`src/rtl/riscv_mem_pkg.sv`:
```
// Shared types for the IF/MEM memory-port arbiter: FSM states, bus owner and
// default bus widths.
package riscv_mem_pkg;

  localparam int ADDR_W_DEF = 32;
  localparam int DATA_W_DEF = 32;

  typedef enum logic [1:0] {
    IDLE = 2'd0,
    REQ  = 2'd1,
    RESP = 2'd2
  } arb_state_t;

  typedef enum logic [1:0] {
    NONE  = 2'd0,
    FETCH = 2'd1,
    DATA  = 2'd2
  } owner_t;

endpackage

```
`src/rtl/mem_port_arbiter.sv`:
```
// Shares one single-port variable-latency memory bus between instruction fetch
// and load/store, with data priority, pipeline stalls and redirect kill.
module mem_port_arbiter
  import riscv_mem_pkg::*;
#(
  parameter int ADDR_W = ADDR_W_DEF,
  parameter int DATA_W = DATA_W_DEF
) (
  input  logic                clk,
  input  logic                rst,
  input  logic                if_req,
  input  logic [ADDR_W-1:0]   if_addr,
  output logic [DATA_W-1:0]   if_rdata,
  output logic                if_rvalid,
  output logic                stall_if,
  input  logic                flush_if,
  input  logic                mem_req,
  input  logic                mem_we,
  input  logic [ADDR_W-1:0]   mem_addr,
  input  logic [DATA_W-1:0]   mem_wdata,
  input  logic [DATA_W/8-1:0] mem_wstrb,
  output logic [DATA_W-1:0]   mem_rdata,
  output logic                mem_rvalid,
  output logic                stall_mem,
  output logic                bus_req,
  output logic                bus_we,
  output logic [ADDR_W-1:0]   bus_addr,
  output logic [DATA_W-1:0]   bus_wdata,
  output logic [DATA_W/8-1:0] bus_wstrb,
  input  logic                bus_gnt,
  input  logic                bus_rvalid,
  input  logic [DATA_W-1:0]   bus_rdata
);

  localparam int STRB_W = DATA_W / 8;

  arb_state_t          state_r, state_nx_s;
  owner_t              owner_r, owner_nx_s;
  logic                kill_r, kill_nx_s;
  logic                load_data_s, load_fetch_s;
  logic                fetch_flush_s;
  logic                if_rvalid_s, mem_rvalid_s;
  logic                bus_req_r, bus_we_r;
  logic [ADDR_W-1:0]   bus_addr_r;
  logic [DATA_W-1:0]   bus_wdata_r;
  logic [STRB_W-1:0]   bus_wstrb_r;

  // A redirect only matters while the bus is working on a fetch.
  assign fetch_flush_s = flush_if && (owner_r == FETCH);

  // Next state, owner, kill flag and payload-load decisions
  always_comb begin
    state_nx_s   = state_r;
    owner_nx_s   = owner_r;
    kill_nx_s    = kill_r;
    load_data_s  = 1'b0;
    load_fetch_s = 1'b0;
    case (state_r)
      IDLE: begin
        if (mem_req) begin
          load_data_s = 1'b1;
          state_nx_s  = REQ;
          owner_nx_s  = DATA;
        end else if (if_req && !flush_if) begin
          load_fetch_s = 1'b1;
          state_nx_s   = REQ;
          owner_nx_s   = FETCH;
        end else begin
          state_nx_s = IDLE;
          owner_nx_s = NONE;
        end
      end
      REQ: begin
        // Killing a fetch never withdraws the request; the response is dropped later.
        if (fetch_flush_s) begin
          kill_nx_s = 1'b1;
        end else begin
          kill_nx_s = kill_r;
        end
        if (bus_gnt) begin
          state_nx_s = RESP;
        end else begin
          state_nx_s = REQ;
        end
      end
      RESP: begin
        if (bus_rvalid) begin
          kill_nx_s = 1'b0;
          // Re-arbitrate excluding the owner that is completing right now.
          if ((owner_r == FETCH) && mem_req) begin
            load_data_s = 1'b1;
            state_nx_s  = REQ;
            owner_nx_s  = DATA;
          end else if ((owner_r == DATA) && if_req && !flush_if) begin
            load_fetch_s = 1'b1;
            state_nx_s   = REQ;
            owner_nx_s   = FETCH;
          end else begin
            state_nx_s = IDLE;
            owner_nx_s = NONE;
          end
        end else if (fetch_flush_s) begin
          kill_nx_s = 1'b1;
        end else begin
          kill_nx_s = kill_r;
        end
      end
      default: begin
        state_nx_s = IDLE;
        owner_nx_s = NONE;
        kill_nx_s  = 1'b0;
      end
    endcase
  end

  assign if_rvalid_s  = (state_r == RESP) && (owner_r == FETCH) && bus_rvalid
                        && !kill_r && !flush_if;
  assign mem_rvalid_s = (state_r == RESP) && (owner_r == DATA) && bus_rvalid;

  assign if_rvalid  = if_rvalid_s;
  assign mem_rvalid = mem_rvalid_s;
  assign if_rdata   = bus_rdata;
  assign mem_rdata  = bus_rdata;
  // While a load/store owns the bus the fetch cannot be served, so IF holds too.
  assign stall_if   = (if_req && !if_rvalid_s) || (owner_r == DATA);
  assign stall_mem  = mem_req && !mem_rvalid_s;

  // FSM state, bus owner and kill flag
  always_ff @(posedge clk) begin
    if (rst) begin
      state_r <= IDLE;
      owner_r <= NONE;
      kill_r  <= 1'b0;
    end else begin
      state_r <= state_nx_s;
      owner_r <= owner_nx_s;
      kill_r  <= kill_nx_s;
    end
  end

  // Registered bus request; the payload only changes when a new winner is loaded
  always_ff @(posedge clk) begin
    if (rst) begin
      bus_req_r   <= 1'b0;
      bus_we_r    <= 1'b0;
      bus_addr_r  <= '0;
      bus_wdata_r <= '0;
      bus_wstrb_r <= '0;
    end else begin
      bus_req_r <= (state_nx_s == REQ);
      if (load_data_s) begin
        bus_we_r    <= mem_we;
        bus_addr_r  <= mem_addr;
        bus_wdata_r <= mem_wdata;
        bus_wstrb_r <= mem_wstrb;
      end else if (load_fetch_s) begin
        bus_we_r    <= 1'b0;
        bus_addr_r  <= if_addr;
        bus_wdata_r <= '0;
        bus_wstrb_r <= '0;
      end else begin
        bus_we_r    <= bus_we_r;
        bus_addr_r  <= bus_addr_r;
        bus_wdata_r <= bus_wdata_r;
        bus_wstrb_r <= bus_wstrb_r;
      end
    end
  end

  assign bus_req   = bus_req_r;
  assign bus_we    = bus_we_r;
  assign bus_addr  = bus_addr_r;
  assign bus_wdata = bus_wdata_r;
  assign bus_wstrb = bus_wstrb_r;

endmodule

```
`config.mk`:
```
export PLATFORM = sky130hd
export DESIGN_NAME = mem_port_arbiter
export DESIGN_NICKNAME = d
export VERILOG_FILES = /design/src/rtl/riscv_mem_pkg.sv /design/src/rtl/mem_port_arbiter.sv
export SDC_FILE = /design/constraint.sdc
export NUM_CORES = 1
export LEC_CHECK = 0
export CORE_MARGIN = 1.5
export CORE_UTILIZATION = 30
export DETAILED_ROUTE_END_ITERATION = 7
export PLACE_DENSITY = 0.9
export SYNTH_ARGS = -nofsm -noshare
export SYNTH_HDL_FRONTEND = slang
export SYNTH_SLANG_ARGS = --single-unit
```
`constraint.sdc`:
```
create_clock -name clk -period 1.9 [get_ports clk]
set_input_delay 0.38 -clock clk [delete_from_list [all_inputs] [get_ports clk]]
set_output_delay 0.38 -clock clk [all_outputs]
set_load 0.005 [all_outputs]
```
== Yosys cells after proc, flatten, opt, wreduce, memory -nomap -nowiden ==
Index checks and enable logic that the tools add are counted.
Storage, ports and cells
  register bits after elaboration: 75
  latch bits: 0
  RAM bits: 0
  ROM bits: 0
  input port bits: 140
  output and inout bits: 138
  logic and storage cells: 68
  memories: 0
Cells by class
  $add $sub $neg: 0
  $mul: 0
  divide/modulo/power cells: 0
  magnitude comparators: 0
  equal/unequal tests: 6
  shifts and indexed selects: 0
  multiplexer cells: 32
  bitwise operators: 1
  reduce and logical (&&, ||, !) cells: 21
Operators by type and width (number)
  2-to-1 mux 32 bit: 4
  2-to-1 mux 1 bit: 16
  logical AND 1 bit: 13
  case mux 2 bit (3 select lines): 2
  2-to-1 mux 2 bit: 5
  2-to-1 mux 4 bit: 2
  equality test 2 x 1 -> 1 bit (second input constant): 3
  equality test 2 bit (second input constant): 2
  zero test 1 bit: 4
  case mux 1 bit (2 select lines): 2
  case mux 1 bit (3 select lines): 1
  zero test 2 bit: 1
  inequality test 2 bit (second input constant): 1
  AND reduction 2 bit: 1
  nonzero test 2 bit: 1
  logical OR 1 bit: 1
  NOT 1 bit: 1

== Longest topological paths before layout ==
  depth after elaboration: 9
  depth in mapped cells: 7

== Worst setup path after synthesis ==
Ideal clock, no wire load.
  kind: reg2reg
  from: register state_r[0]
  to: register bus_wdata_r[0], in the netlist bus_wdata[0]
  setup time: 0.059 ns
  arrival time: 1.805 ns
  data required time: 1.841 ns
  slack: 0.037 ns
  stages on the path, launching flop included: 7
  path buffers: 1
  clock period less this slack: 1.863 ns
  cell sequence: dfxtp_1 > inv_1 > ha_1 > and4b_4 > a2111oi_4 > buf_6 > a22o_1
On the way
  word-level cells in the longest chain between the ends: 3
RTL lines
  start: declaration: line mem_port_arbiter.sv:37  | arb_state_t state_r, state_nx_s;
  start signal: assignment: line mem_port_arbiter.sv:135  | state_r <= state_nx_s;
  equality test 2 bit or zero test 2 bit (tied branches): line mem_port_arbiter.sv:58  | case (state_r)
  case mux 1 bit (2 select lines): line mem_port_arbiter.sv:58
  2-to-1 mux 32 bit or nonzero test 2 bit (tied branches)
  end signal: assignment: line mem_port_arbiter.sv:154  | bus_wdata_r <= mem_wdata;
  end signal: assignment: line mem_port_arbiter.sv:164  | bus_wdata_r <= bus_wdata_r;
  end: declaration: line mem_port_arbiter.sv:45  | logic [DATA_W-1:0] bus_wdata_r;
Parallel ways exist; a longest one is shown, timed or not.
A chain may end at the register's enable or synchronous reset.

== Worst setup path after layout ==
  from: register state_r[0]
  to: output port stall_mem
On the way
  word-level cells in the longest chain between the ends: 5
RTL lines
  equality test 2 bit: line mem_port_arbiter.sv:118  | assign mem_rvalid_s = (state_r == RESP) && (owner_r == DATA) && bus_rvalid;
  logical AND 1 bit (2 in a row): line mem_port_arbiter.sv:118
  zero test 1 bit: line mem_port_arbiter.sv:126  | assign stall_mem = mem_req && !mem_rvalid_s;
  logical AND 1 bit: line mem_port_arbiter.sv:126
  end: declaration: line mem_port_arbiter.sv:24  | output logic stall_mem,
Every way passes these cells.

==> qor.csv <==
stage,metric,value,unit
status,status,finished clean,
floorplan,dieArea,0.01195,mm²
clocking,clockBufferDepth,2,
grt,antenna_found_initial,0,
placement,dp_slack,-0.4533,ns
setup_path,critPathCaptureType,primary output,
sta,hold_viol,0,
sta,setup_viol,0,
setup_path,worstSetupStartpoint,state_r[0],
setup_path,path_common_cell,buf_4,
setup_path,cpPeakStageDelay,0.34,ns
sta,rsz0062_at_grt,yes,
sta,setup_slack,0.004452,ns
setup_path,critPathRequiredTime,1.52,ns
logic_synthesis,netlist_instances,374,
sta,slew_violations,0,
layout,nFillCells,980,
layout,diodes,0,
placement,gp_congestion,0.7699,
sta,min_period,1.896,ns
sta,timing.hold.ws,0.4737,ns
placement,dp.cells,631,
clocking,cts_num_sinks,75,
job,cap_viol_max_count,0,
pwr,ir_drop,0.0004916,V
drt,drt_iter0_drc,204,
setup_path,cp_slowest_cell,dfxtp_2,
layout,area_delta_synth_final,62.20,%
logic_synthesis,synth.avg_cell_area,9.063,µm²
grt,grt_remaining_overflow,0,
clocking,hold_buffers,0,
sta,final.setup_skew,0.008314,ns
sta,slew_headroom,0.7179,
placement,post-dp-hpwl,7.650,mm
floorplan,initial_core_util,0.3100,
layout,finalInstanceArea,0.005498,mm²
floorplan,fp.dieW,109.3,µm
floorplan,rows,38,
logic_synthesis,synth_cell_types,33,
logic_synthesis,yosys_warnings,0,
floorplan,die_h,109.3,µm
hold_path,worstHoldStart,bus_wstrb[3],
floorplan,coreArea,0.01094,mm²
sta,worst_pin_slew,0.4232,ns
layout,nNetsFinal,652,
setup_path,critPathKind,reg -> out,
placement,placed_area,0.005016,mm²
setup_path,rr_startpoint,state_r[0],
drt,routed_wl,11.07,mm
floorplan,num_io_pins,278,
sta,tns,0,ns
clocking,h-tree-depth,3,
drt,ant_nets,0,
clocking,clk_pin_slew_worst_paths,0.07,ns
setup_path,startpoint_type,flop,
drt,avgRoutedWirePerCell,16.95,µm
grt,grt_pass1_wl,16.46,mm
layout,drive_gt1_frac,0.1404,
layout,fin_cells,653,
setup_path,worstPathArrival,1.52,ns
setup_path,cp_cell_sequence,inv_2 > ha_4 > buf_4 > nand4b_1 > inv_1 > buf_4 > nor2_2 > buf_2,
grt,grt_max_degree,38,
pwr,cellPowerDensity,822.6,mW/mm²
layout,seqCellArea,0.001504,mm²
drt,vias,3278,
logic_synthesis,synth_nets,518,
clocking,cts_tree,yes,
logic_synthesis,synth-seq-cells,75,
sta,fmax,527.6,MHz
clocking,clkLatencyLatePin,0.33,ns
layout,final_core_util,0.5027,
placement,port_buffers,181,
clocking,cts_buffers,9,
grt,grt_pass1_vias,3396,
drt,drc_errors,0,
layout,multiInputGateArea,0.001363,mm²
hold_path,worstHoldPathType,reg -> reg,
logic_synthesis,synth-seq-area-share,0.4430,
sta,fin_crit_sh,0.9977,
setup_path,crit_fanout,4,
logic_synthesis,synth_area,0.003390,mm²
pwr,total_power,4.522,mW
drt,dr.pass1.iters,4,
clocking,root_buffer,clkbuf_16,
grt,grt_use_total,0.1779,
drt,viasPerCell,5.020,
pwr,leakagePower,2.095,nW
registers in the layout, summed over array words and instances, names as in the netlist:
name,flops
bus_addr,32
bus_req,1
bus_wdata,32
bus_we,1
bus_wstrb,4
kill_r,1
owner_r,2
state_r,2
kinds of logic after synthesis:
logic type	after synthesis	synth area share
AOI/OAI and AO/OA	118	0.2532
buffers and inverters	95	0.1849
and+or+nand+nor	81	0.1011
DFF	75	0.4430
adders and majority gates	4	0.01477
muxes	1	0.002953
worst max-delay path, delay by kind of cell (launching register included):
kind / cells / cell delay, ns
AND/OR/NAND/NOR: 2 / 0.19
flip-flops: 1 / 0.34
adder cells (fa/ha/maj): 1 / 0.15
buffers and inverters: 5 / 0.50
synth_stat cells (all sizes together):
master / n / area (µm²)
nor2b: 1 / 6.260
and2: 1 / 6.260
nor3: 1 / 5.000
nand3: 1 / 5.000
ha: 4 / 50.05
a2111oi: 1 / 27.53
inv: 8 / 30.03
nor3b: 1 / 7.510
nand4b: 1 / 8.760
nand2: 32 / 120.1
nand2b: 2 / 12.51
a31oi: 1 / 6.260
o21ai: 3 / 18.77
dfxtp: 75 / 1501
o22ai: 1 / 6.260
o31a: 1 / 8.760
and2b: 1 / 7.510
a22o: 38 / 332.8
a21o: 2 / 15.01
nor2: 38 / 142.6
a22oi: 1 / 7.510
buf: 76 / 555.5
a211oi: 33 / 247.7
clkbuf: 11 / 41.29
mux2i: 1 / 10.01
o21a: 1 / 7.510
a21oi: 36 / 180.2
nand3b: 1 / 7.510
and4b: 1 / 13.76
timing repair:
item                                    in CTS  in global routing
pin swaps                                    5                  2
gates resized for setup                     20                 19
endpoints found under the setup margin       5                 26
buffers inserted                             4                  1
endpoints found under the hold margin        0                  0
cloned                                       1                  1
power breakdown:
group / switching (mW) / internal, mW / total [mW]
Combinational: 0.361 / 0.603 / 0.964
Clock: 0.737 / 1.04 / 1.78
Sequential: 0.0751 / 1.71 / 1.78
Total: 1.17 / 3.35 / 4.52
layer usage:
metal  wire length [µm]  up-vias  global-route usage  share of wire
met1               4235     1549              0.1867           0.38
met3                843       45             0.05513          0.076
met5                  0        -                   0              0
met2               5675      175              0.3214           0.51
met4                313        0             0.08627          0.028
li1                   -     1509                   -              -
final cells by class:
type	instances	share of cell area
repair buffers	210	0.3853
flip-flops and latches	75	0.2736
multi-input cells	204	0.2478
clock buffers	9	0.04096
well taps	140	0.03186
clock inverters	7	0.01502
inverters	8	0.005462
final timing paths:
check / to / slack (ns) / depth (start not counted)
worst min register to register: bus_wstrb[3] / 0.47 / 1
worst min-delay path: bus_wstrb[3] / 0.47 / 1
worst max register to register: bus_wdata[6] / 0.06 / 9
worst max-delay path: stall_mem / 0.004 / 8
layout by cell type, fill, tap and decap left out, types with 2 or more instances in the layout:
cell type        instances
inv_6                    2
nand2_1                 32
buf_2                    2
ha_1                     2
dfxtp_1                 73
nor2_1                  36
ha_4                     2
nor2_2                   2
clkbuf_16               10
a21oi_1                 26
clkdlybuf4s50_1        175
dfxtp_2                  2
inv_1                    7
a22o_1                  38
a211oi_1                33
a21oi_2                  9
clkinvlp_4               2
buf_4                   21
o21ai_0                  2
buf_12                   5
buf_6                    2
Note: power is estimated with default switching activity, not from simulation.
